`src/rtl/pc_fetch_unit_if.sv`:
```
// +----------------------------------------------------------------------------+
// | Module      : pc_fetch_unit_if                                             |
// | Description : Bundle of PC-mux, instruction-memory and decode handshakes.  |
// | Revision    : 1.0 - initial release                                        |
// +----------------------------------------------------------------------------+
`default_nettype none

interface pc_fetch_unit_if;
  logic [31:0] pc_in;
  logic        pc_redirect;
  logic [31:0] pc_out;
  logic [31:0] pc_4;
  logic        imem_req;
  logic [31:0] imem_addr;
  logic        imem_gnt;
  logic        imem_rvalid;
  logic [31:0] imem_rdata;
  logic        inst_valid;
  logic        inst_ready;
  logic [31:0] inst_data;
  logic [31:0] inst_pc;
`ifdef FETCH_MISALIGN_TRAP_EN
  logic        fetch_misalign;
`endif

  modport master (
    input  pc_in, pc_redirect, imem_gnt, imem_rvalid, imem_rdata, inst_ready,
`ifdef FETCH_MISALIGN_TRAP_EN
    output fetch_misalign,
`endif
    output pc_out, pc_4, imem_req, imem_addr, inst_valid, inst_data, inst_pc
  );

  modport slave (
    output pc_in, pc_redirect, imem_gnt, imem_rvalid, imem_rdata, inst_ready,
`ifdef FETCH_MISALIGN_TRAP_EN
    input  fetch_misalign,
`endif
    input  pc_out, pc_4, imem_req, imem_addr, inst_valid, inst_data, inst_pc
  );
endinterface

`default_nettype wire

```
`src/rtl/pc_fetch_unit.sv`:
```
// +----------------------------------------------------------------------------+
// | Module      : pc_fetch_unit                                                |
// | Description : PC register, single-outstanding IMEM fetch, 2-entry buffer.  |
// |               FETCH_MISALIGN_TRAP_EN enables the misaligned-PC trap.        |
// | Revision    : 1.0 - initial release                                        |
// +----------------------------------------------------------------------------+
`default_nettype none

module pc_fetch_unit #(
  parameter logic [31:0] RESET_PC = 32'h0000_0000
) (
  input  wire logic          clk,
  input  wire logic          rst,
  pc_fetch_unit_if.master    bus
);

  typedef enum logic [1:0] {
    S_IDLE = 2'd0,
    S_REQ  = 2'd1,
    S_WAIT = 2'd2,
    S_DROP = 2'd3
  } state_t;

  state_t      r_state;
  state_t      w_state_nxt;
  logic [31:0] r_pc;
  logic [31:0] r_tag;
  logic [31:0] r_buf_pc   [2];
  logic [31:0] r_buf_data [2];
  logic        r_rd_ptr;
  logic        r_wr_ptr;
  logic [1:0]  r_count;

  logic        w_outstanding;
  logic        w_misalign;
  logic        w_req;
  logic        w_accept;
  logic        w_push;
  logic        w_pop;

  always_comb begin
    w_misalign    = 1'b0;
`ifdef FETCH_MISALIGN_TRAP_EN
    w_misalign    = (r_state == S_REQ) && (r_pc[1:0] != 2'b00);
`endif
    w_outstanding = (r_state == S_WAIT) || (r_state == S_DROP);
    w_req         = (r_state == S_REQ) && !w_misalign &&
                    (({1'b0, r_count} + {2'b00, w_outstanding}) < 3'd2);
    w_accept      = w_req && bus.imem_gnt;
    // Redirect beats push and pop: flushed contents must not be refilled or consumed.
    w_push        = (r_state == S_WAIT) && bus.imem_rvalid && !bus.pc_redirect;
    w_pop         = (r_count != 2'd0) && bus.inst_ready && !bus.pc_redirect;
  end

  always_comb begin
    w_state_nxt = r_state;
    case (r_state)
      S_IDLE: w_state_nxt = S_REQ;
      S_REQ: begin
        if (w_accept) w_state_nxt = bus.pc_redirect ? S_DROP : S_WAIT;
      end
      // A response coinciding with a redirect is consumed and discarded here,
      // so there is nothing left to drop.
      S_WAIT: begin
        if (bus.imem_rvalid)      w_state_nxt = S_REQ;
        else if (bus.pc_redirect) w_state_nxt = S_DROP;
      end
      S_DROP: begin
        if (bus.imem_rvalid) w_state_nxt = S_REQ;
      end
      default: w_state_nxt = S_IDLE;
    endcase
  end

  always_ff @(posedge clk or posedge rst) begin
    if (rst) begin
      r_state <= S_IDLE;
      r_pc    <= RESET_PC;
      r_tag   <= 32'h0;
    end else begin
      r_state <= w_state_nxt;
      if (bus.pc_redirect || w_accept) r_pc <= bus.pc_in;
      if (w_accept) r_tag <= r_pc;
    end
  end

  always_ff @(posedge clk or posedge rst) begin
    if (rst) begin
      r_buf_pc[0]   <= 32'h0;
      r_buf_pc[1]   <= 32'h0;
      r_buf_data[0] <= 32'h0;
      r_buf_data[1] <= 32'h0;
      r_rd_ptr      <= 1'b0;
      r_wr_ptr      <= 1'b0;
      r_count       <= 2'd0;
    end else if (bus.pc_redirect) begin
      r_rd_ptr <= 1'b0;
      r_wr_ptr <= 1'b0;
      r_count  <= 2'd0;
    end else begin
      if (w_push) begin
        r_buf_pc[r_wr_ptr]   <= r_tag;
        r_buf_data[r_wr_ptr] <= bus.imem_rdata;
        r_wr_ptr             <= ~r_wr_ptr;
      end
      if (w_pop) r_rd_ptr <= ~r_rd_ptr;
      case ({w_push, w_pop})
        2'b10:   r_count <= r_count + 2'd1;
        2'b01:   r_count <= r_count - 2'd1;
        default: r_count <= r_count;
      endcase
    end
  end

  assign bus.pc_out     = r_pc;
  assign bus.pc_4       = r_pc + 32'd4;
  assign bus.imem_req   = w_req;
`ifdef FETCH_MISALIGN_TRAP_EN
  assign bus.imem_addr      = r_pc;
  assign bus.fetch_misalign = w_misalign;
`else
  assign bus.imem_addr  = {r_pc[31:2], 2'b00};
`endif
  assign bus.inst_valid = (r_count != 2'd0);
  assign bus.inst_data  = r_buf_data[r_rd_ptr];
  assign bus.inst_pc    = r_buf_pc[r_rd_ptr];

endmodule

`default_nettype wire

```
`src/flat_wrapper.sv`:
```
// flat-port wrapper written by rule: the top's interface ports become plain ports
module pc_fetch_unit_flat 
#(
  parameter logic [31:0] RESET_PC = 32'h0000_0000
)
  (clk, rst, bus_pc_in, bus_pc_redirect, bus_imem_gnt, bus_imem_rvalid, bus_imem_rdata, bus_inst_ready, bus_pc_out, bus_pc_4, bus_imem_req, bus_imem_addr, bus_inst_valid, bus_inst_data, bus_inst_pc);
  pc_fetch_unit_if bus_i ();
  input  wire logic clk;
  input  wire logic rst;
  input wire logic [$bits(bus_i.pc_in)-1:0] bus_pc_in;
  input wire logic [$bits(bus_i.pc_redirect)-1:0] bus_pc_redirect;
  input wire logic [$bits(bus_i.imem_gnt)-1:0] bus_imem_gnt;
  input wire logic [$bits(bus_i.imem_rvalid)-1:0] bus_imem_rvalid;
  input wire logic [$bits(bus_i.imem_rdata)-1:0] bus_imem_rdata;
  input wire logic [$bits(bus_i.inst_ready)-1:0] bus_inst_ready;
  output wire logic [$bits(bus_i.pc_out)-1:0] bus_pc_out;
  output wire logic [$bits(bus_i.pc_4)-1:0] bus_pc_4;
  output wire logic [$bits(bus_i.imem_req)-1:0] bus_imem_req;
  output wire logic [$bits(bus_i.imem_addr)-1:0] bus_imem_addr;
  output wire logic [$bits(bus_i.inst_valid)-1:0] bus_inst_valid;
  output wire logic [$bits(bus_i.inst_data)-1:0] bus_inst_data;
  output wire logic [$bits(bus_i.inst_pc)-1:0] bus_inst_pc;
  assign bus_i.pc_in = bus_pc_in;
  assign bus_i.pc_redirect = bus_pc_redirect;
  assign bus_i.imem_gnt = bus_imem_gnt;
  assign bus_i.imem_rvalid = bus_imem_rvalid;
  assign bus_i.imem_rdata = bus_imem_rdata;
  assign bus_i.inst_ready = bus_inst_ready;
  assign bus_pc_out = bus_i.pc_out;
  assign bus_pc_4 = bus_i.pc_4;
  assign bus_imem_req = bus_i.imem_req;
  assign bus_imem_addr = bus_i.imem_addr;
  assign bus_inst_valid = bus_i.inst_valid;
  assign bus_inst_data = bus_i.inst_data;
  assign bus_inst_pc = bus_i.inst_pc;
  pc_fetch_unit #(.RESET_PC(RESET_PC)) u_core (.clk(clk), .rst(rst), .bus(bus_i));
endmodule
```
`config.mk`:
```
export PLATFORM = sky130hd
export DESIGN_NAME = pc_fetch_unit_flat
export DESIGN_NICKNAME = d
export VERILOG_FILES = /design/src/rtl/pc_fetch_unit_if.sv /design/src/rtl/pc_fetch_unit.sv /design/src/flat_wrapper.sv
export SDC_FILE = /design/constraint.sdc
export NUM_CORES = 1
export LEC_CHECK = 0
export ABC_AREA = 1
export CAP_MARGIN = 0
export CORE_ASPECT_RATIO = 0.75
export CORE_MARGIN = 4
export CORE_UTILIZATION = 47
export DETAILED_ROUTE_END_ITERATION = 10
export GPL_ROUTABILITY_DRIVEN = 0
export PLACE_DENSITY = 0.74
export SLEW_MARGIN = 5
export SYNTH_ARGS = -nofsm -noshare
export SYNTH_HDL_FRONTEND = slang
export SYNTH_SLANG_ARGS = --single-unit
```
`constraint.sdc`:
```
create_clock -name clk -period 7.6 [get_ports clk]
set_input_delay 1.52 -clock clk [delete_from_list [all_inputs] [get_ports clk]]
set_output_delay 1.52 -clock clk [all_outputs]
set_load 0.02 [all_outputs]
```
==> summary.md <==
| Metric | Value |
|---|---|
| Status | finished, final reports clean |
| Commonest cells in the netlist | 487 x nand2_1, 198 x dfrtp_1, 138 x o21ai_1 |
| I/O pins | 232 |
| First-pass GRT wire length | 40300 um |
| CP top delay family | buffers and inverters |
| Synth-to-Final Area Change | 28.2% |
| CP cell instances | inv_2, nand2_1, nand2_1, clkdlybuf4s50_1 |
| Post-synthesis register bit count | 198 |
| Largest net degree at the start of global routing | 133 |
| Most frequent cell after synthesis | nand2_1 |
| Setup TNS Final | 0 ps |
| Ys async rst share | 100% |
| Max FO, Critical Path | 66 |
| Measured slew at the worst slew-check pin | 1280 ps |
| Slew HR | 14.6% |
| DR iter-0 viols | 697 |
| # diodes | 0 |
| Endpoints failing hold | 0 |
| Core Area | 0.0195 mm^2 |
| Final Util | 61.6% |
| Final HPWL DP | 16700 um |
| Vert. Die Dim | 130 um |
| Fin crit period | 4180 ps |
| NumNets Final | 1428 |
| Data arrival, critical path | 2660 ps |
| Layout cells sized above 1 | 3.44% |
| Final setup vio count | 0 |
| Synth area leader | dfrtp_1 |
| Initial Util | 48.1% |
| Hold-fix buffers, CTS | 0 |
| Global route overflow | 0 |
| Die W | 171 um |
| Number of port buffers | 229 |
| RSZ-0062 raised after global routing | false |
| Via count | 7983 |
| Startpoint types | flop |
| Post-CTS setup buffers | 0 |
| Residual DRC | 0 |
| Cts bufs inserted | 17 |
| First-pass detailed-route iteration total | 5 |
| Post-synth EDFFs | 0 |
| Initial antenna violation count | 0 |
| Max-Cap Viols | 0 |
| HP Class | reg -> reg |
| CP Class | reg -> out |
| Row cnt | 44 |
| Final ANT Viol Nets | 0 |
| Worst Path Required | 6080 ps |
| Worst path max stage delay | 890 ps |
| Unique cell type count in the Yosys netlist | 25 |
| TritonCTS clock tree | built |
| Vias in the first global route | 7855 |
| Synth Cell Area | 0.00937 mm^2 |
| Worst skew pair latency | 430 ps |
| Synth area leaders | dfrtp_1 53%, nand2_1 20%, o21ai_1 7.4% |
| Die ar. | 0.0223 mm^2 |
| Top FF cell, synth | dfrtp_1 |
| Number of gates resized after cts | 0 |
| Leak pwr | 0.00580 uW |
| Slowest cell on the critical path | inv_2 |
| Clock skew | 16.8 ps |
| Area share of the largest cell type after synthesis | 52.9% |
| Tot GR Track Use | 22.8% |
| Clock-pin transition on the worst setup and hold timing paths | 70 ps |
| Total Wirelength | 24800 um |
| VDD IR-drop max | 0.148 mV |
| Syn Area/Cell | 7.88 um^2 |
| Post-Synthesis Cells | 1189 |
| PD cells | 354 mW/mm^2 |
| DR WL/cell | 15.3 um |
| Crit path buffers/inverters | 2 |
| Crit end category | output port |
| Register area share after synthesis | 52.9% |
| Final period util | 55.0% |
| YS warnings | 0 |
| Drt via density | 4.93 |
| Slew Viols, Final | 0 |
| Critical Path Most Common Cell | nand2_1 |
| Root buffer cell | clkbuf_16 |
| Total clock sinks | 198 |
| Clk buf depth | 2 |
| CTS H-tree depth | 4 |
| Fmax achieved | 239 MHz |
-- cell families after synthesis --
family	count (synthesis)	synth area share (%)
other	1	0.0400
XOR/XNOR	16	1.50
adder cells (fa/ha/maj)	4	0.534
flip-flops	198	52.9
AO/OA/AOI/OAI	201	10.7
buffers and inverters	206	11.1
AND/OR/NAND/NOR	563	23.2
-- final timing paths --
check                             startpoint  depth (start not counted)  slack, ps                     to
max                          u_core.r_rd_ptr                          4       3420      bus_inst_data[25]
min                          u_core.r_tag[9]                          2        480        u_core.r_tag[9]
max reg2reg                u_core.r_state[0]                          7       4870   u_core.bus.pc_out[5]
min reg2reg                  u_core.r_tag[9]                          2        480        u_core.r_tag[9]
max in group asynchronous                rst                          3       4550  u_core.bus.pc_out[30]
min in group asynchronous                rst                          2       1680  u_core.r_buf_data[49]
-- worst min-delay path: stages, from the launching register on --
cell and delay (ps):
dfrtp_1 350, nand2_1 50, o21ai_0 50
-- metal layers --
layer	routed length (um)	part of all wire [%]	GRT usage, %
met5	0	0	0
met4	287	1.2	5.17
met3	2030	8.2	7.21
met2	10800	44	33.8
met1	11700	47	33.2
-- layout by cell type (no fill, tap or decap), drive strengths merged --
master and instances:
and2 1, clkdlybuf4s50 229, nand2 489, nand4 3, nor2 49, buf 5
conb 2, clkbuf 20, nor3 1, o21ai 199, clkinv 3, bufinv 1
clkinvlp 4, nand3 20, ha 4, inv 121, a21oi 2, dfrtp 198
xor2 16
-- power by group --
group	internal, uW	leakage, uW	switching (uW)
Combinational	753	0.00294	1010
Sequential	1380	0.00259	231
Clock	467	0.000267	407
Total	2600	0.00580	1640
-- cell type report --
| cell class | count | area [um^2] |
|---|---|---|
| Clock inverter | 12 | 119 |
| Inverter | 117 | 447 |
| Tap cell | 253 | 317 |
| Sequential cell | 198 | 4960 |
| Fill cell | 1759 | 7480 |
| Timing Repair Buffer | 234 | 2330 |
| Clock buffer | 20 | 447 |
| Multi-Input combinational cell | 786 | 3390 |
-- through the flow --
stage                     hold WS, ps  cell area (um^2)  std cells  worst slack, ps  power [uW]
after CTS                         491             12000       1620             3380        4290
after floorplan                   453              9370       1190              683        2640
final                             483             12000       1620             3420        4250
after global placement            466             11400       1588             3850        3370
after global routing              504             12000       1620             3240        4540
after detailed placement          475             11400       1588             3710        3400
-- state kept, by name (all words and copies together) (netlist names) --
| register | flops |
|---|---|
| u_core.bus.pc_out | 32 |
| u_core.r_buf_data | 64 |
| u_core.r_buf_pc | 64 |
| u_core.r_count | 2 |
| u_core.r_rd_ptr | 1 |
| u_core.r_state | 2 |
| u_core.r_tag | 32 |
| u_core.r_wr_ptr | 1 |
(Power assumes the default switching activity.)
